===== src/rtl/conv_pkg.sv =====
// Shared types and helpers for the conv_stream_lanes engine.
// CONV_SAT_EN selects the saturating narrowing helper at the top level.
package conv_pkg;

  typedef enum logic [1:0] {
    LOAD    = 2'd0,
    COMPUTE = 2'd1,
    OUT     = 2'd2
  } conv_state_t;

  // Accumulator width that holds a full F_SIZE-tap dot product without overflow.
  function automatic int acc_width(input int dw_x, input int dw_f, input int f_size);
    return dw_x + dw_f + $clog2(f_size);
  endfunction

  function automatic logic signed [63:0] sat_narrow(input logic signed [63:0] v,
                                                    input int out_w);
    logic signed [63:0] hi;
    logic signed [63:0] lo;
    hi = (64'sd1 <<< (out_w - 1)) - 64'sd1;
    lo = -(64'sd1 <<< (out_w - 1));
    if (v > hi) return hi;
    if (v < lo) return lo;
    return v;
  endfunction

endpackage


===== src/rtl/conv_lane_mac.sv =====
// Combinational LANES-wide signed multiply and reduction into an ACC_W partial sum.
module conv_lane_mac #(
  parameter int LANES = 8,
  parameter int DW_X  = 8,
  parameter int DW_F  = 8,
  parameter int ACC_W = 21
) (
  input  logic signed [DW_X-1:0]  x_i [LANES],
  input  logic signed [DW_F-1:0]  f_i [LANES],
  output logic signed [ACC_W-1:0] sum_o
);

  localparam int PW = DW_X + DW_F;

  logic signed [PW-1:0] prod [LANES];

  always_comb begin
    sum_o = '0;
    for (int l = 0; l < LANES; l++) begin
      prod[l] = PW'(x_i[l]) * PW'(f_i[l]);
      sum_o   = sum_o + ACC_W'(prod[l]);
    end
  end

endmodule


===== src/rtl/conv_stream_lanes.sv =====
// Valid-mode 1-D convolution: buffer X and F, then time-multiplex LANES MACs per output.
// Define CONV_SAT_EN to clamp Y to OUT_W instead of two's-complement wrapping.
module conv_stream_lanes
  import conv_pkg::*;
#(
  parameter int X_SIZE = 128,
  parameter int F_SIZE = 32,
  parameter int LANES  = 8,
  parameter int STRIDE = 1,
  parameter int DW_X   = 8,
  parameter int DW_F   = 8,
  parameter int OUT_W  = 16
) (
  input  logic                    clk,
  input  logic                    reset,
  input  logic                    s_valid_x,
  output logic                    s_ready_x,
  input  logic signed [DW_X-1:0]  s_data_x,
  input  logic                    s_valid_f,
  output logic                    s_ready_f,
  input  logic signed [DW_F-1:0]  s_data_f,
  output logic                    m_valid_y,
  input  logic                    m_ready_y,
  output logic signed [OUT_W-1:0] m_data_y,
  output conv_state_t             dbg_state
);

  localparam int ACC_W = acc_width(DW_X, DW_F, F_SIZE);
  localparam int BEATS = F_SIZE / LANES;
  localparam int N_OUT = (X_SIZE - F_SIZE) / STRIDE + 1;
  localparam int XW    = $clog2(X_SIZE + 1);
  localparam int FW    = $clog2(F_SIZE + 1);
  localparam int XAW   = (X_SIZE > 1) ? $clog2(X_SIZE) : 1;
  localparam int FAW   = (F_SIZE > 1) ? $clog2(F_SIZE) : 1;
  localparam int BW    = (BEATS > 1) ? $clog2(BEATS) : 1;
  localparam int OW    = (N_OUT > 1) ? $clog2(N_OUT) : 1;

  // Handshake rule on every port: a beat transfers on a rising clk edge where
  // valid && ready; readies depend only on registered state, never on valids.

  logic signed [DW_X-1:0]  x_mem_q [X_SIZE];
  logic signed [DW_F-1:0]  f_mem_q [F_SIZE];
  conv_state_t             state_q, state_d;
  logic [XW-1:0]           xcnt_q, xcnt_d;
  logic [FW-1:0]           fcnt_q, fcnt_d;
  logic [XAW-1:0]          base_q, base_d;
  logic [BW-1:0]           beat_q, beat_d;
  logic [OW-1:0]           ocnt_q, ocnt_d;
  logic signed [ACC_W-1:0] acc_q, acc_d, partial, acc_sum;
  logic                    y_valid_q, y_valid_d;
  logic signed [OUT_W-1:0] y_data_q, y_data_d, y_narrow;
  logic signed [DW_X-1:0]  lane_x [LANES];
  logic signed [DW_F-1:0]  lane_f [LANES];
  logic                    x_fire, f_fire;

  assign s_ready_x = (state_q == LOAD) && (xcnt_q < XW'(X_SIZE));
  assign s_ready_f = (state_q == LOAD) && (fcnt_q < FW'(F_SIZE));
  assign x_fire    = s_valid_x && s_ready_x;
  assign f_fire    = s_valid_f && s_ready_f;
  assign m_valid_y = y_valid_q;
  assign m_data_y  = y_data_q;
  assign dbg_state = state_q;

  always_comb begin
    for (int l = 0; l < LANES; l++) begin
      lane_x[l] = x_mem_q[XAW'(int'(base_q) + int'(beat_q) * LANES + l)];
      lane_f[l] = f_mem_q[FAW'(int'(beat_q) * LANES + l)];
    end
  end

  conv_lane_mac #(
    .LANES(LANES),
    .DW_X (DW_X),
    .DW_F (DW_F),
    .ACC_W(ACC_W)
  ) u_mac (
    .x_i  (lane_x),
    .f_i  (lane_f),
    .sum_o(partial)
  );

  assign acc_sum = acc_q + partial;

`ifdef CONV_SAT_EN
  assign y_narrow = OUT_W'(sat_narrow(64'(acc_sum), OUT_W));
`else
  assign y_narrow = acc_sum[OUT_W-1:0];
`endif

  always_comb begin
    state_d   = state_q;
    xcnt_d    = xcnt_q;
    fcnt_d    = fcnt_q;
    base_d    = base_q;
    beat_d    = beat_q;
    ocnt_d    = ocnt_q;
    acc_d     = acc_q;
    y_valid_d = y_valid_q;
    y_data_d  = y_data_q;
    case (state_q)
      LOAD: begin
        if (x_fire) xcnt_d = xcnt_q + XW'(1);
        if (f_fire) fcnt_d = fcnt_q + FW'(1);
        // Leave on the edge that completes both memories so COMPUTE follows the last beat.
        if (xcnt_d == XW'(X_SIZE) && fcnt_d == FW'(F_SIZE)) begin
          state_d = COMPUTE;
          base_d  = '0;
          beat_d  = '0;
          acc_d   = '0;
        end
      end
      COMPUTE: begin
        acc_d  = acc_sum;
        beat_d = beat_q + BW'(1);
        if (beat_q == BW'(BEATS - 1)) begin
          y_data_d  = y_narrow;
          y_valid_d = 1'b1;
          state_d   = OUT;
        end
      end
      OUT: begin
        if (m_ready_y) begin
          y_valid_d = 1'b0;
          acc_d     = '0;
          beat_d    = '0;
          if (ocnt_q == OW'(N_OUT - 1)) begin
            state_d = LOAD;
            xcnt_d  = '0;
            fcnt_d  = '0;
            ocnt_d  = '0;
            base_d  = '0;
          end else begin
            state_d = COMPUTE;
            ocnt_d  = ocnt_q + OW'(1);
            base_d  = base_q + XAW'(STRIDE);
          end
        end
      end
      default: state_d = LOAD;
    endcase
  end

  always_ff @(posedge clk) begin
    if (x_fire) x_mem_q[xcnt_q[XAW-1:0]] <= s_data_x;
    if (f_fire) f_mem_q[fcnt_q[FAW-1:0]] <= s_data_f;
  end

  always_ff @(posedge clk) begin
    if (reset) begin
      state_q   <= LOAD;
      xcnt_q    <= '0;
      fcnt_q    <= '0;
      base_q    <= '0;
      beat_q    <= '0;
      ocnt_q    <= '0;
      acc_q     <= '0;
      y_valid_q <= 1'b0;
      y_data_q  <= '0;
    end else begin
      state_q   <= state_d;
      xcnt_q    <= xcnt_d;
      fcnt_q    <= fcnt_d;
      base_q    <= base_d;
      beat_q    <= beat_d;
      ocnt_q    <= ocnt_d;
      acc_q     <= acc_d;
      y_valid_q <= y_valid_d;
      y_data_q  <= y_data_d;
    end
  end

endmodule

===== config.mk =====
export PLATFORM = sky130hd
export DESIGN_NAME = conv_stream_lanes
export DESIGN_NICKNAME = d
export VERILOG_FILES = /design/src/rtl/conv_pkg.sv /design/src/rtl/conv_lane_mac.sv /design/src/rtl/conv_stream_lanes.sv
export SDC_FILE = /design/constraint.sdc
export NUM_CORES = 2
export LEC_CHECK = 0
export CAP_MARGIN = 20
export CORE_UTILIZATION = 40
export DETAILED_ROUTE_END_ITERATION = 8
export PLACE_DENSITY = 0.54
export SLEW_MARGIN = 20
export SYNTH_ARGS = -nofsm -noshare
export SYNTH_HDL_FRONTEND = slang
export SYNTH_SLANG_ARGS = --single-unit

===== constraint.sdc =====
create_clock -name clk -period 23.9 [get_ports clk]
set_clock_uncertainty 0.15 [all_clocks]
set_input_delay 5.975 -clock clk [delete_from_list [all_inputs] [get_ports clk]]
set_output_delay 5.975 -clock clk [all_outputs]
set_load 0.01 [all_outputs]

==> qor.csv <==
metric,value,unit
yosys_warnings,0,
worst-slew-pin-transition,1.24,ns
crit_type,reg2reg,
setup-tns-final,0,ns
regArea,39800,um2
num_vias,70400,
drc,0,
grt_pass1_vias,68300,
start_util,40.3,%
holdPathEnd,m_data_y[1],
drt_wl_total,405000,um
place.gp.congestion,0.990,
min_from,m_data_y[1],
syn-num-nets,7476,
area_growth,9.99,%
detail-route-antenna-nets,0,
period_needed,18.89,ns
rsz0062_at_grt,no,
seq_area_frac_synth,37.5,%
top_layer,met5,
min_path_type,reg2reg,
synth_compound_gate_area_share,1.57,%
finalSetupViolCount,0,
report.final.slew_viol_count,0,
multi_input_area,62000,um2
antenna_found_initial,43,
cts_buffer_depth,3,
cts_buffers,167,
die_h,517,um
yosys.cell_types.count,65,
slew_headroom,17.0,%
cts_tree,built,
finalCritPeriodShare,79.0,%
fp.dieArea,268000,um2
grt_start_max_net_pins,139,
rrSetupSlack,5.01,ns
fillers,23000,
port_buffers,41,
worstHoldPathCells,2,
drt_iter0_drc,10700,
synth_edf_count,1280,
rows,188,
end_kind,flip-flop,
post_cts_buffers,0,
grt_pass1_wl,559000,um
r2r_start,base_q[0],
worst_path_largest_cell_delay,1.03,ns
synth_xor_area_share,1.20,%
root_buffer,clkbuf_16,
die_w,517,um
synth_top_family_by_area,multiplexers,
synth_fa_ha_area_share,14.1,%
run_status,completed,
max_freq,52.9,MHz
avgRoutedWirePerCell,39.2,um
holdBufCountCts,0,
grt.total_usage,30.5,%
clkTransAtPathRegs,0.06,ns
overflow,0,
hold_viol_final,0,
cts-resized-gates,0,
cap_violations,0,
rr_worst_depth,56,
syn_area,106000,um2
crit_start,base_q[0],
synthMuxAreaShare,36.2,%
syn_inst,6633,
cp_slowest_cell,a21oi_1,
clkSinkCount,1347,
dr.pass1.iters,6,
synthArstFlopShare,0,%
wl_met1,148000,um
clock_latency,0.85,ns
required,24.45,ns
synth_seq_cells,1347,
timing.rr.end,acc_q[15],
synthSimpleGateAreaFrac,4.80,%
hpwl,292000,um
drive_gt1_share,34.4,%
start_kind,flip-flop,
h-tree-depth,4,
synth_top_flop_cell,edfxtp_1,
routed-wl-met2,182000,um
critical_path_arrival,19.43,ns
cp_max_fo,52,
synth.avg_cell_area,16.0,um2
core,263000,um2
nets,7504,
io_pins,42,
vias_per_cell,6.82,
cpMostUsedCell,fa_1,
dr_wl_met3,48900,um
-- registers in the layout, summed over array words and instances (netlist names), named ones only --
signal,count
x_mem_q,1024
f_mem_q,256
acc_q,16
m_data_y,16
xcnt_q,8
base_q,7
ocnt_q,7
fcnt_q,6
beat_q,2
dbg_state,2
m_valid_y,1
-- metal layers --
layer	track usage [%]	vias to the layer above
met5	0.144	-
met4	16.2	30
met3	9.67	1037
met2	45.9	5305
met1	39.4	38000
li1	-	26100
-- how the worst max path moves through the flow --
stage | endpoint | slack, ns | depth (start not counted)
5_1_grt | acc_q[15] | 4.13 | 56
6_report | acc_q[15] | 5.01 | 56
2_1_floorplan | acc_q[15] | 7.44 | 62
4_1_cts | acc_q[15] | 5.34 | 56
3_3_place_gp | acc_q[15] | 5.43 | 56
3_5_place_dp | acc_q[15] | 5.40 | 56
-- layout make-up --
class | instances | share of cell area (%)
antenna | 18 | 0.0386
clock buffer | 207 | 3.80
clock inverter | 97 | 0.787
inverter | 728 | 2.34
multi-input combinational | 4118 | 53.1
sequential | 1347 | 34.1
tap | 3515 | 3.77
timing repair buffer | 299 | 2.10
-- critical path, delay by kind of cell, from the launching register on --
family	cells	cell delay, ns
xor gates and xnor gates	9	2.08
adders and majority gates	17	7.50
AOI/OAI and AO/OA	13	3.73
muxes	2	1.10
buffers and inverters	12	2.80
DFF	1	0.91
and+or+nand+nor	3	0.34
-- Yosys cell counts, drive strengths merged, types with 2 or more instances --
master	instances	share of area (%)
xnor3	2	0.042
mux4	1643	35
nand3	44	0.21
nand4	6	0.035
clkbuf	184	0.65
a31oi	28	0.18
mux2i	87	0.84
dfxtp	67	1.3
xnor2	101	0.87
nand2	402	1.4
mux2	52	0.55
a311oi	12	0.099
a21oi	83	0.42
fa	618	12
nand3b	4	0.028
ha	204	2.4
inv	728	2.6
nor3b	3	0.021
nor3	14	0.066
edfxtp	1280	36
a211oi	43	0.30
a21o	6	0.042
or2	20	0.12
buf	256	1.5
and3	3	0.018
and2	77	0.45
a22oi	4	0.028
o21ai	57	0.27
o211ai	11	0.078
a21boi	3	0.025
nor2b	108	0.64
or3	4	0.024
o21bai	7	0.049
nand2b	81	0.48
nor4b	3	0.031
nor4	3	0.018
xor2	33	0.29
nor2	341	1.2
-- metrics by stage --
step	area (um2)	std cells	setup WS, ns	hold WS (ns)	utilization (%)
2_1_floorplan	106000	6633	7.44	0.286	-
3_3_place_gp	111000	10000	5.43	0.295	42.3
3_5_place_dp	111000	10000	5.40	0.300	42.3
4_1_cts	117000	10300	5.34	0.311	44.3
5_1_grt	117000	10300	4.13	0.336	44.4
6_report	117000	10300	5.01	0.309	44.4
-- cell usage in the layout, fill, tap and decap left out, drive strengths merged, types with 70 or more instances in the layout --
| cell type | count |
|---|---|
| a21oi | 83 |
| and2 | 77 |
| buf | 273 |
| clkbuf | 207 |
| clkinv | 70 |
| edfxtp | 1280 |
| fa | 618 |
| ha | 204 |
| inv | 738 |
| mux2i | 87 |
| mux4 | 1643 |
| nand2 | 402 |
| nand2b | 81 |
| nor2 | 341 |
| nor2b | 108 |
| xnor2 | 101 |
-- cell families (layout without fill, tap and decap cells) --
family	after synthesis	after routing
xor+xnor	136	136
mux	1782	1782
fa+ha+maj	822	822
compound gates	261	261
other cells	0	18
buf+inv	1168	1331
flops	1347	1347
simple gates	1117	1117
Power is left out: the tool's default activity adds up to more than one toggle a clock period on the data nets, which glitch-free logic cannot reach.
